[config.mk]
export PLATFORM = sky130hd
export DESIGN_NAME = mul_issue_ctrl
export DESIGN_NICKNAME = d
export VERILOG_FILES = /design/src/rtl/mul_issue_ctrl.sv
export SDC_FILE = /design/constraint.sdc
export NUM_CORES = 1
export LEC_CHECK = 0
export BUFFER_PORTS_ARGS = -buffer_cell sky130_fd_sc_hd__buf_2
export CAP_MARGIN = 20
export CORE_MARGIN = 1.5
export CORE_UTILIZATION = 40
export DETAILED_ROUTE_END_ITERATION = 12
export PLACE_DENSITY_LB_ADDON = 0.2
export SLEW_MARGIN = 20
export SYNTH_ARGS = -nofsm -noshare
export SYNTH_HDL_FRONTEND = slang
export SYNTH_SLANG_ARGS = --single-unit
[constraint.sdc]
create_clock -name clk -period 3.8 [get_ports clk]
set_input_delay 0.76 -clock clk [delete_from_list [all_inputs] [get_ports clk]]
set_output_delay 0.76 -clock clk [all_outputs]
set_load 0.02 [all_outputs]
[src/rtl/mul_issue_ctrl.sv]
// Execute-stage issue controller for the multi-cycle multiplier: latches operands,
// pulses mult, stalls EX until done, and holds the selected product word until consumed.
module mul_issue_ctrl #(
    parameter int unsigned TIMEOUT = 15
) (
    input  logic        clk,
    input  logic        reset,
    input  logic        es_valid,
    input  logic [2:0]  es_mul_op,
    input  logic [31:0] es_src1,
    input  logic [31:0] es_src2,
    input  logic        es_flush,
    input  logic        es_ack,
    output logic        es_mul_stall,
    output logic [31:0] mul_result,
    output logic        mul_result_valid,
    output logic        mul_timeout,
    output logic        mult,
    output logic [31:0] x_in,
    output logic [31:0] y_in,
    output logic        signed_op,
    input  logic [63:0] result_out,
    input  logic        done
);

    localparam int unsigned DW = 32;
    localparam int unsigned CW = (TIMEOUT < 2) ? 1 : $clog2(TIMEOUT + 1);

    typedef enum logic [2:0] {
        IDLE  = 3'd0,
        ISSUE = 3'd1,
        WAIT  = 3'd2,
        HOLD  = 3'd3,
        DRAIN = 3'd4
    } state_t;

    state_t        state;
    state_t        state_next;
    logic          req;
    logic          load;
    logic          capture;
    logic          cnt_inc;
    logic          hi_sel;
    logic [CW-1:0] cnt;

    assign req          = es_valid & (|es_mul_op) & ~es_flush;
    assign es_mul_stall = es_valid & (|es_mul_op) & ~es_flush & (state != HOLD);

    // Next-state and datapath enables
    always_comb begin
        state_next = state;
        load       = 1'b0;
        capture    = 1'b0;
        cnt_inc    = 1'b0;
        case (state)
            IDLE: begin
                if (req) begin
                    load       = 1'b1;
                    state_next = ISSUE;
                end
            end
            ISSUE: begin
                state_next = es_flush ? DRAIN : WAIT;
            end
            WAIT: begin
                if (done && es_flush) begin
                    state_next = IDLE;
                end else if (done) begin
                    capture    = 1'b1;
                    state_next = HOLD;
                end else if (es_flush) begin
                    state_next = DRAIN;
                end
            end
            HOLD: begin
                if (es_ack || es_flush) begin
                    state_next = IDLE;
                end
            end
            DRAIN: begin
                if (done) begin
                    state_next = IDLE;
                end
            end
            default: begin
                state_next = IDLE;
            end
        endcase
        // Counter saturates at TIMEOUT so the sticky flag is set exactly once
        if ((state == WAIT || state == DRAIN) && !done && cnt != CW'(TIMEOUT)) begin
            cnt_inc = 1'b1;
        end
    end

    always_ff @(posedge clk or posedge reset) begin
        if (reset) begin
            state            <= IDLE;
            mult             <= 1'b0;
            mul_result_valid <= 1'b0;
            mul_result       <= '0;
            mul_timeout      <= 1'b0;
            x_in             <= '0;
            y_in             <= '0;
            signed_op        <= 1'b0;
            hi_sel           <= 1'b0;
            cnt              <= '0;
        end else begin
            state            <= state_next;
            mult             <= (state_next == ISSUE);
            mul_result_valid <= (state_next == HOLD);
            if (load) begin
                x_in      <= es_src1;
                y_in      <= es_src2;
                signed_op <= ~es_mul_op[2];
                hi_sel    <= es_mul_op[1] | es_mul_op[2];
            end
            if (capture) begin
                mul_result <= hi_sel ? result_out[2*DW-1:DW] : result_out[DW-1:0];
            end
            if (load) begin
                cnt <= '0;
            end else if (cnt_inc) begin
                cnt <= cnt + CW'(1);
            end
            if (cnt_inc && cnt == CW'(TIMEOUT - 1)) begin
                mul_timeout <= 1'b1;
            end
        end
    end

endmodule

# Word level (Yosys, flattened, before mapping)

Cells that the tools add are included.

Register bits after elaboration: 108
Input port bits: 137
Output and inout port bits: 101
Word-level logic and storage cells: 53

Add/subtract/negate cells: 1
Eq/ne operators: 9
Multiplexer cells: 17
Bitwise gates (word level): 6
Reduce and logical (&&, ||, !) cells: 10

Operators by type and width:

| operator                                              | count |
|---|---|
| 2-to-1 mux 32 bit                                     | 1 |
| 2-to-1 mux 3 bit                                      | 7 |
| one-hot mux 3 bit (5 select lines)                    | 1 |
| equality test 3 x 2 -> 1 bit, second input constant   | 3 |
| 2-to-1 mux 4 bit                                      | 2 |
| equality test 3 x 1 -> 1 bit, second input constant   | 2 |
| 2-to-1 mux 1 bit                                      | 6 |
| adder 4 x 1 -> 4 bit, second input constant           | 1 |
| equality test 4 bit, second input constant            | 1 |
| logical AND 1 bit                                     | 4 |
| inequality test 4 bit, second input constant          | 1 |
| AND 1 bit                                             | 3 |
| equality test 3 bit, second input constant            | 1 |
| zero test 3 bit                                       | 1 |
| inequality test 3 x 2 -> 1 bit, second input constant | 1 |
| OR reduction 3 bit                                    | 1 |
| logical OR 1 bit                                      | 2 |
| NOT 1 bit                                             | 2 |
| nonzero test 2 bit                                    | 1 |
| zero test 1 bit                                       | 1 |
| OR 1 bit                                              | 1 |

# Logic depth before layout (Yosys ltp)

Gate-level depths: netlist of run 1.

Depth after elaboration: 7
Gate-level depth with buffers: 6
Gate-level depth less buffers: 5

# Worst setup path after synthesis of run 1

Ideal clock, no wire load.

Kind: input port to output port
From: input es_mul_op[1]
To: output es_mul_stall
Arrival: 1.953 ns
Data required time: 3.040 ns
Setup slack: 1.087 ns
Stages on the path: 2
Buffers on the path: 0
Cell sequence: nor3_1 -> a2111oi_0

Word-level cells in the longest chain between the ends: 4

RTL lines:

| what                    | line | source |
|---|---|---|
| start: declaration      | 9    | `input logic [2:0] es_mul_op,` |
| OR reduction 3 bit      | 47   | `assign es_mul_stall = es_valid & (\|es_mul_op) & ~es_flush & (state != HOLD);` |
| AND 1 bit (3 in series) | 47   |  |
| end: declaration        | 14   | `output logic es_mul_stall,` |

Every way passes these cells.

# Worst setup path in the final report of run 1

From: register state[1]
To: output es_mul_stall

Word-level cells in the longest chain between the ends: 2

RTL lines:

| what                           | line | source |
|---|---|---|
| start: declaration             | 37   | `state_t state;` |
| start signal: assignment       | 108  | `state <= state_next;` |
| inequality test 3 x 2 -> 1 bit | 47   |  |
| AND 1 bit                      | 47   |  |

Every way passes these cells.

==> flow_summary_export.csv, run 1 <==
group,metric,value,unit
status,status,"finished clean",
setup_path,r2r_slack,1.58,ns
synthesis,synth.mux.area_fraction,23.72,%
die,die_area,11720,um^2
timing,fmax,0.4116,GHz
timing,hold_viol,0,
finish,nets,704,
route,vias,3379,
place,portBuffers,237,
global_routing,grtUsageTotal,18.23,%
synthesis,synthAdderAreaFrac,0.5647,%
setup_path,crit_path_max_fanout,8,
place,place_area,5725,um^2
route,viasPerCell,4.759,
route,drt_iter0_drc,116,
synthesis,synth_xor_area_share,0.1976,%
clock_tree,cts_root_buffer,"clkbuf_8",
clock_tree,hold_buffers,0,
synthesis,synthesis.instances,331,
power,p_leak,3.062,nW
power,seq_power_share,41.9,%
clock_tree,clk_pin_slew,0.09,ns
setup_path,cp.required,3.04,ns
power,p_int,2.847,mW
route,first_pass_iters,4,
finish,diodes,0,
timing,maxSlewViolCount,0,
setup_path,critPathArrivalTime,1.67,ns
synthesis,synth.distinct_cells,29,
finish,final_common_cell,"buf_2",
finish,fillers,984,
timing,fin_skew,0.01137,ns
synthesis,yosys_warnings,0,
setup_path,path_delay_family,"flip-flops",
clock_tree,h-tree-depth,3,
route,wirelength,10.38,mm
finish,fin_area,5938,um^2
global_routing,grt_max_degree,66,
global_routing,grt_pass1_wl,16.33,mm
clock_tree,worstSkewPairLatency,0.36,ns
die,top_level_ports,238,
die,start_util,40.88,%
synthesis,syn_nets,470,
setup_path,worst-setup-path-type,"register to output port",
clock_tree,cts-buffers-inserted,9,
synthesis,syn_avg_cell_area,13.39,um^2
synthesis,synth_top_family_by_area,"multiplexers",
flow_run,cap_violations,0,
place,gp_congestion,0.7584,
synthesis,synth-simple-area-share,5.731,%
timing,fin_setup_tns,0,ns
synthesis,synth.area.top_cells,"dfrtp_1 (61%), mux2_2 (15%), mux2i_1 (7.5%)",
route,wire_per_inst,14.62,um
power,combPwrFrac,42.6,%
die,rows,38,
route,drc,0,
setup_path,path_cells,"nor2b_1 > a2111oi_0 > buf_2",
min_path,min_path_type,"register to register",
synthesis,synth_top_area_cell,"dfrtp_1",
power,power_density,792.4,nW/um^2
synthesis,synth_ff_type,"dfrtp_1",
die,core_region_area,10840,um^2
clock_tree,cts_buffer_depth,2,
timing,setup_viol,0,
clock_tree,post_cts_resized,0,
synthesis,async_flop_share,100.0,%
route,detail-route-antenna-nets,0,
die,die_w,108.3,um
timing,relSlewSlack,39.52,%
timing,final.min_clock_period,2.429,ns
synthesis,syn_area,4432,um^2
timing,rsz0062_at_grt,"false",
global_routing,grt_pass1_vias,3367,
setup_path,cp-end-kind,"output port",
synthesis,synth-seq-cells,108,
timing,worstMarginPinSlew,0.9072,ns
synthesis,synth-compound-area-share,5.675,%
clock_tree,cts_setup_buffers,0,
setup_path,path_buf_inv,1,
global_routing,globalRoute.totalOverflow,0,
die,die_h,108.3,um
synthesis,yosysSeqAreaShare,60.98,%
setup_path,cp_slowest_cell,"dfrtp_1",
finish,layout.cells.most_common_list,"buf_2 (237), dfrtp_1 (107), mux2_2 (58)",
power,swShare,39.50,%
power,clockPowerShare,15.5,%
power,peakVddDrop,0.3602,mV
finish,area_growth,33.99,%
synthesis,synth_largest_type_area_fraction,60.98,%
setup_path,cpPeakStageDelay,0.47,ns
power,switchingPower,1.858,mW
finish,drive_gt1_share,56.14,%
clock_tree,cts_tree,"yes",
global_routing,antenna_found_initial,0,
clock_tree,clkSinkCount,108,
setup_path,cp-start-kind,"register",
place,dp_hpwl,7.885,mm
synthesis,synth_edf_count,0,
timing,fin_crit_sh,63.93,%
==> area by class of cell <==
type | count | area, um^2 | share of cell area [%]
Sequential cell | 108 | 2704 | 45.53
Timing Repair Buffer | 241 | 1229 | 20.69
Inverter | 5 | 21.27 | 0.3582
Clock buffer | 13 | 168.9 | 2.844
Clock inverter | 3 | 43.79 | 0.7375
Tap cell | 140 | 175.2 | 2.950
Multi-Input combinational cell | 200 | 1597 | 26.89
==> through the flow <==
step | utilization [%] | hold WS, ns | setup slack [ns] | total power, mW | instances
6_report | 54.78 | 0.4925 | 1.371 | 4.705 | 710
5_1_grt | 54.78 | 0.5146 | 1.265 | 5.009 | 710
4_1_cts | 54.78 | 0.4959 | 1.368 | 4.772 | 710
3_5_place_dp | 52.82 | 0.4736 | 1.368 | 4.029 | 694
3_3_place_gp | 52.82 | 0.4656 | 1.409 | 3.968 | 694
2_1_floorplan | - | 0.4899 | 0.1944 | 3.269 | 331
==> per-layer routing <==
layer | vias up | part of all wire (%) | global-route usage, %
met2 | 106 | 53 | 31.74
met5 | - | 0 | 0
met4 | 0 | 1.6 | 7.613
li1 | 1631 | - | -
met1 | 1629 | 39 | 21.29
met3 | 13 | 6.6 | 4.762
==> power groups by stage <==
stage	Sequential (mW)	Combinational [mW]	Clock, mW
floorplan	2.57	0.698	0
global placement	1.98	1.99	0
detailed placement	2.00	2.03	0
CTS	1.98	2.03	0.760
global route	2.05	2.15	0.805
finish	1.97	2.00	0.729
==> state kept, by name, indices dropped and copies added, names as in the netlist <==
register	flops
state	3
mult	1
y_in	32
signed_op	1
mul_result_valid	1
hi_sel	1
mul_result	32
cnt	4
x_in	32
mul_timeout	1
==> path summary, 6_finish.rpt <==
kind	startpoint	end	cells past startpoint
worst max-delay path	state[1]$_DFF_PP0_	es_mul_stall	3
min in group asynchronous	reset	state[1]$_DFF_PP0_	2
worst max register to register	state[2]$_DFF_PP0_	x_in[31]$_DFFE_PP0P_	4
worst min-delay path	y_in[23]$_DFFE_PP0P_	y_in[23]$_DFFE_PP0P_	1
worst min register to register	y_in[23]$_DFFE_PP0P_	y_in[23]$_DFFE_PP0P_	1
max in group asynchronous	reset	mul_result[6]$_DFFE_PP0P_	3
==> cell families (layout without fill, tap and decap cells) <==
kind of cell | count (synthesis) | in the layout
buffers and inverters | 23 | 262
XOR/XNOR | 1 | 1
flip-flops | 108 | 108
AND/OR/NAND/NOR | 54 | 54
AO/OA/AOI/OAI | 46 | 46
multiplexers | 97 | 97
adder cells (fa/ha/maj) | 2 | 2
==> synthesized netlist by cell type, types with 2 or more instances <==
| master | n |
|---|---|
| a2111oi_0 | 2 |
| a21oi_1 | 34 |
| a31oi_1 | 2 |
| buf_6 | 7 |
| clkbuf_1 | 11 |
| dfrtp_1 | 108 |
| ha_1 | 2 |
| inv_1 | 5 |
| mux2_1 | 6 |
| mux2_2 | 58 |
| mux2i_1 | 33 |
| nand2_1 | 2 |
| nand3_1 | 5 |
| nor2_1 | 38 |
| o21ai_0 | 4 |
No activity file was read; power rests on OpenSTA's default activity.
==> run 2, diff against run 1 <==
ABC_AREA = 1   (was unset)
CORE_UTILIZATION = 45   (was 40)
clock period = 2.3 ns   (was 3.8 ns; I/O delays follow)
==> run 2 against run 1 <==
  * Register-to-register slack lost 0.68 ns
  * Routed wire length grew 13%
  * Global-route usage grew 3.5 points
  * Cell count grew 25%
  * Critical endpoint unchanged
  * Largest cell class unchanged
==> flow_summary_export.csv, run 2 <==
group,metric,value,unit
clock_tree,cts-buffers-inserted,9,
timing,fmax,0.5980,GHz
route,vias,4214,
power,p_int,4.370,mW
synthesis,synth_most_common_cell,"nand2_1",
global_routing,antenna_found_initial,0,
timing,relSlewSlack,73.54,%
timing,rsz0062_at_grt,"false",
finish,area_growth,34.19,%
synthesis,async_flop_share,100.0,%
power,swShare,41.90,%
clock_tree,cts_root_buffer,"clkbuf_8",
die,top_level_ports,238,
synthesis,synth_xor_area_share,0.1936,%
min_path,worstHoldPathCells,3,
power,switchingPower,3.152,mW
status,status,"finished clean",
min_path,min_path_type,"input pin to register",
clock_tree,h-tree-depth,3,
power,seq_power_share,40.6,%
synthesis,synth_top_family_by_area,"simple AND/OR/NAND/NOR gates",
finish,nets,890,
synthesis,synthAdderAreaFrac,0.5533,%
min_path,hold_end,"x_in[18]$_DFFE_PP0P_",
synthesis,synth.mux.area_fraction,0,%
synthesis,synth.distinct_cells,21,
clock_tree,cts_buffer_depth,2,
power,finalPower,7.522,mW
min_path,hp-start,"es_src1[18]",
synthesis,synth.area.top_cells,"dfrtp_1 (60%), nand2_1 (20%), nor2_1 (5.9%)",
timing,fin_skew,0.01004,ns
synthesis,yosysSeqAreaShare,59.75,%
setup_path,critPathArrivalTime,1.21,ns
setup_path,r2r_end,"y_in[13]$_DFFE_PP0P_",
setup_path,r2r-start,"state[0]$_DFF_PP0_",
synthesis,synth-compound-area-share,6.722,%
synthesis,synth-simple-area-share,28.22,%
route,detail-route-antenna-nets,0,
setup_path,reg2reg_depth,6,
timing,worstMarginPinSlew,0.3969,ns
route,first_pass_iters,4,
synthesis,synthesis.instances,522,
synthesis,synth_top_area_cell,"dfrtp_1",
finish,fin_area,6070,um^2
synthesis,synth_ff_type,"dfrtp_1",
setup_path,cp.required,1.84,ns
route,wirelength,11.71,mm
die,die_w,103.3,um
setup_path,crit_path_max_fanout,4,
power,power_density,1239,nW/um^2
power,p_leak,3.537,nW
global_routing,grt_pass1_vias,3962,
global_routing,globalRoute.totalOverflow,0,
route,viasPerCell,4.740,
clock_tree,cts_tree,"yes",
route,wire_per_inst,13.17,um
synthesis,syn_avg_cell_area,8.665,um^2
place,place_area,5828,um^2
clock_tree,worstSkewPairLatency,0.37,ns
synthesis,synth_common_cells,"nand2_1 (244), dfrtp_1 (108), nor2_1 (71)",
power,combPwrFrac,41.9,%
clock_tree,clk_pin_slew,0.11,ns
power,clockPowerShare,17.5,%
finish,layout.cells.most_common_list,"nand2_1 (244), buf_2 (237), dfrtp_1 (108)",
synthesis,synth_edf_count,0,
place,gp_congestion,0.8450,
global_routing,grt_pass1_wl,17.93,mm
die,start_util,46.27,%
timing,final.min_clock_period,1.672,ns
finish,reg.largest.list,"mul_result (32), x_in (32), y_in (32)",
timing,hold_viol,0,
place,portBuffers,237,
finish,drive_gt1_share,35.98,%
synthesis,synth-seq-cells,108,
die,core_region_area,9774,um^2
route,drc,0,
global_routing,grt_max_degree,67,
timing,fin_crit_sh,72.71,%
clock_tree,clkSinkCount,108,
finish,diodes,0,
route,drt_iter0_drc,121,
synthesis,yosys_warnings,0,
die,die_h,103.3,um
timing,maxSlewViolCount,0,
clock_tree,post_cts_resized,0,
flow_run,cap_violations,0,
setup_path,worst-setup-path-type,"register to output port",
die,die_area,10660,um^2
power,peakVddDrop,0.5943,mV
synthesis,synth_largest_type_area_fraction,59.75,%
global_routing,grtUsageTotal,21.68,%
timing,fin_setup_tns,0,ns
synthesis,syn_nets,661,
setup_path,r2r_slack,0.90,ns
clock_tree,cts_setup_buffers,0,
setup_path,cp-start-kind,"register",
synthesis,syn_area,4523,um^2
finish,final_common_cell,"nand2_1",
timing,setup_viol,0,
place,dp_hpwl,8.523,mm
setup_path,cp-end-kind,"output port",
die,rows,36,
[run 2: cell count changes in the layout (fill, tap and decap cells not counted), moves of 3 or more]
| cell | change |
|---|---|
| a21oi_1 | -33 |
| mux2_2 | -58 |
| mux2_1 | -6 |
| mux2i_1 | -33 |
| buf_4 | +3 |
| nor2_1 | +33 |
| nand2_1 | +242 |
| nand4_1 | +4 |
| nand3_1 | +5 |
| inv_1 | +6 |
| o31ai_2 | +6 |
| o31ai_1 | +26 |
[run 2: metal layers]
metal | GRT usage, % | share of wire (%) | up-vias
met3 | 5.175 | 7.0 | 18
met5 | 0 | 0 | -
met1 | 25.86 | 42 | 1947
met4 | 9.875 | 2.2 | 0
met2 | 37.35 | 49 | 157
li1 | - | - | 2092
[run 2: per-stage QoR]
stage          cells  hold slack [ns]  utilization, %  setup slack (ns)
6_report         889           0.2749           62.10            0.6277
5_1_grt          889           0.2603           62.10            0.4737
4_1_cts          889           0.2599           62.10            0.6195
3_5_place_dp     872           0.3595           59.63            0.6766
3_3_place_gp     872           0.3610           59.63            0.7342
2_1_floorplan    522           0.5183               -            0.5385
[run 2: logic make-up after synthesis]
| family | count (synthesis) |
|---|---|
| DFF | 108 |
| AOI/OAI and AO/OA | 38 |
| adders and majority gates | 2 |
| and+or+nand+nor | 332 |
| buffers and inverters | 41 |
| xor gates and xnor gates | 1 |
[run 2: area by class of cell]
class,count,area [um^2]
tap,133,166.4
timing repair buffer,247,1301
inverter,12,48.80
clock buffer,10,137.6
sequential,108,2703
clock inverter,6,93.84
multi-input combinational,373,1619
fill,880,3705
[run 2: what timing repair did]
action                                 4_1_cts  5_1_grt
hold buffers                                 1        0
setup endpoints to repair                    0        0
endpoints found under the hold margin        1        0
[run 2: worst max-delay path by stage]
stage                        from                 end  slack, ns  depth (start not counted)
5_1_grt        state[0]$_DFF_PP0_        es_mul_stall       0.47                          4
4_1_cts        state[0]$_DFF_PP0_        es_mul_stall       0.62                          4
3_5_place_dp         es_mul_op[2]  cnt[3]$_DFFE_PP0P_       0.68                          7
3_3_place_gp         es_mul_op[2]  cnt[3]$_DFFE_PP0P_       0.73                          7
2_1_floorplan               reset  cnt[0]$_DFFE_PP0P_       0.54                          1
6_report       state[0]$_DFF_PP0_        es_mul_stall       0.63                          4
[run 2: power by group through the flow]
stage	clock network [mW]	logic [mW]	registers, mW
after CTS	1.34	3.20	3.06
after detailed placement	0	3.19	3.08
after global placement	0	3.13	3.05
final	1.31	3.15	3.05
after floorplan	0	1.10	3.98
after global routing	1.41	3.48	3.15
[run 2: worst max-delay path, cell delays in order, from the launching register on]
cell and delay, ns:
dfrtp_1 0.42, nand2_1 0.07, nor2_1 0.05, nor2_1 0.13
buf_2 0.18
==> run 3, diff against run 2 <==
clock period = 1.7 ns   (was 2.3 ns; I/O delays follow)
==> run 3 against run 2 <==
  * Sequential cell count unchanged
  * Combinational power is 36% higher
  * Clock-buffer cell count rose by 2
  * Sequential share of layout area barely moved
  * Cell count did not move
  * Hold slack lost 0.12 ns
  * Register-to-register slack lost 0.70 ns
  * Clock power grew 25%
  * Die area unchanged
  * Global-route usage decreased by 0.19 points
  * Power grew 33%
==> flow_summary_export.csv, run 3 (synthesis gave the netlist of run 2 again) <==
group,metric,value,unit
status,status,"finished clean",
finish,fillers,877,
setup_path,cp.required,1.36,ns
global_routing,globalRoute.totalOverflow,0,
finish,area_growth,34.30,%
power,swShare,41.99,%
min_path,min_path_type,"input pin to register",
global_routing,grtUsageTotal,21.49,%
finish,diodes,0,
die,die_w,103.3,um
global_routing,grt_pass1_vias,3835,
die,die_h,103.3,um
power,peakVddDrop,0.8389,mV
global_routing,antenna_found_initial,0,
finish,layout.cells.most_common_list,"nand2_1 (244), buf_2 (237), dfrtp_1 (108)",
timing,fin_skew,0.005045,ns
place,dp.cells,872,
setup_path,path_delay_family,"flip-flops",
route,wirelength,11.49,mm
setup_path,r2r_end,"y_in[0]$_DFFE_PP0P_",
power,p_leak,3.535,nW
global_routing,grt_max_degree,67,
timing,fin_crit_sh,89.94,%
setup_path,reg2reg_depth,6,
route,drc,0,
die,start_util,46.27,%
power,power_density,1651,nW/um^2
finish,finalNonFillerCells,889,
setup_path,critPathArrivalTime,1.19,ns
route,vias,4163,
min_path,hold_end,"x_in[29]$_DFFE_PP0P_",
setup_path,cpMostUsedCell,"nor2_1",
clock_tree,cts_root_buffer,"clkbuf_8",
die,top_level_ports,238,
clock_tree,worstSkewPairLatency,0.36,ns
setup_path,cp-end-kind,"output port",
route,first_pass_iters,4,
flow_run,cap_violations,0,
timing,rsz0062_at_grt,"false",
clock_tree,cts_setup_buffers,0,
finish,regArea,2703,um^2
min_path,hp-start,"es_src1[29]",
setup_path,cpPeakStageDelay,0.41,ns
timing,worstMarginPinSlew,0.5257,ns
die,core_region_area,9774,um^2
power,p_int,5.817,mW
finish,reg.largest.list,"mul_result (32), x_in (32), y_in (32)",
clock_tree,cts_tree,"yes",
clock_tree,clkSinkCount,108,
min_path,worstHoldPathCells,3,
route,wire_per_inst,12.92,um
route,detail-route-antenna-nets,0,
place,portBuffers,237,
clock_tree,clk_pin_slew,0.10,ns
die,die_area,10660,um^2
clock_tree,cts_buffer_depth,2,
finish,multi_input_area,1619,um^2
finish,final_common_cell,"nand2_1",
setup_path,path_cells,"nand2_1 > nor2_1 > nor2_1 > buf_2",
setup_path,cp-start-kind,"register",
setup_path,r2r-start,"state[0]$_DFF_PP0_",
route,viasPerCell,4.683,
setup_path,crit_path_max_fanout,4,
timing,final.min_clock_period,1.529,ns
die,rows,36,
setup_path,worst-setup-path-type,"register to output port",
finish,drive_gt1_share,35.85,%
timing,setup_viol,0,
power,switchingPower,4.210,mW
clock_tree,post_cts_resized,0,
power,seq_power_share,41.1,%
setup_path,r2r_slack,0.20,ns
clock_tree,h-tree-depth,3,
global_routing,grt_pass1_wl,17.55,mm
place,dp_hpwl,8.346,mm
timing,fmax,0.6540,GHz
timing,maxSlewViolCount,0,
timing,fin_setup_tns,0,ns
setup_path,cp_slowest_cell,"dfrtp_1",
timing,relSlewSlack,64.88,%
clock_tree,cts-buffers-inserted,9,
power,combPwrFrac,42.6,%
timing,hold_viol,0,
setup_path,path_buf_inv,1,
power,clockPowerShare,16.3,%
place,gp_congestion,0.8486,
finish,nets,890,
route,drt_iter0_drc,102,
run 3: changes by cell type in the layout (fill, tap and decap cells not counted), sizes merged:
cell and change:
clkinvlp +1, bufinv -1, clkbuf +2, clkinv -1
inv -1
run 3: worst max path at each step:
stage	startpoint	endpoint	slack (ns)	depth (start not counted)
5_1_grt	state[0]$_DFF_PP0_	x_in[27]$_DFFE_PP0P_	0.04	6
4_1_cts	state[0]$_DFF_PP0_	es_mul_stall	0.14	4
3_5_place_dp	es_flush	y_in[0]$_DFFE_PP0P_	0.16	7
2_1_floorplan	reset	cnt[0]$_DFFE_PP0P_	0.06	1
6_report	state[0]$_DFF_PP0_	es_mul_stall	0.17	4
3_3_place_gp	es_flush	y_in[10]$_DFFE_PP0P_	0.23	7
run 3: what timing repair did:
item	CTS	global route
endpoints found under the hold margin	14	0
setup endpoints to repair	0	0
hold buffers	1	0
run 3: tightest hold or removal path, stage by stage:
cell     delay, ns
buf_2         0.07
nand2_1       0.04
nand2_1       0.04
run 3: routing by layer:
layer,up-vias,track usage (%),wire [um]
met5,-,0,0
met1,1905,25.88,4794
met2,153,36.49,5704
met3,12,5.376,787
li1,2093,-,-
met4,0,9.875,200
run 3: stage by stage:
stage / setup slack (ns) / total power [mW] / utilization, % / area, um^2 / hold WS, ns
floorplan: 0.05850 / 6.878 / - / 4527 / 0.4472
global placement: 0.2265 / 8.368 / 59.88 / 5853 / 0.3990
detailed placement: 0.1628 / 8.478 / 59.88 / 5853 / 0.4124
CTS: 0.1420 / 10.14 / 62.15 / 6075 / 0.1354
global route: 0.04202 / 10.76 / 62.15 / 6075 / 0.1410
finish: 0.1711 / 10.03 / 62.15 / 6075 / 0.1585
run 3: power by group through the flow:
stage                     Sequential (mW)  Combinational [mW]  Clock [mW]
after floorplan                      5.39                1.49           0
after global placement               4.14                4.23           0
after detailed placement             4.15                4.33           0
after CTS                            4.12                4.33        1.69
after global routing                 4.25                4.71        1.80
final                                4.12                4.27        1.64
run 3: final cells by class:
cell class / count / share of cell area (%)
clock buffer: 12 / 2.554
clock inverter: 4 / 0.9269
inverter: 12 / 0.8033
multi-input combinational: 373 / 26.65
sequential: 108 / 44.49
tap: 133 / 2.739
timing repair buffer: 247 / 21.83
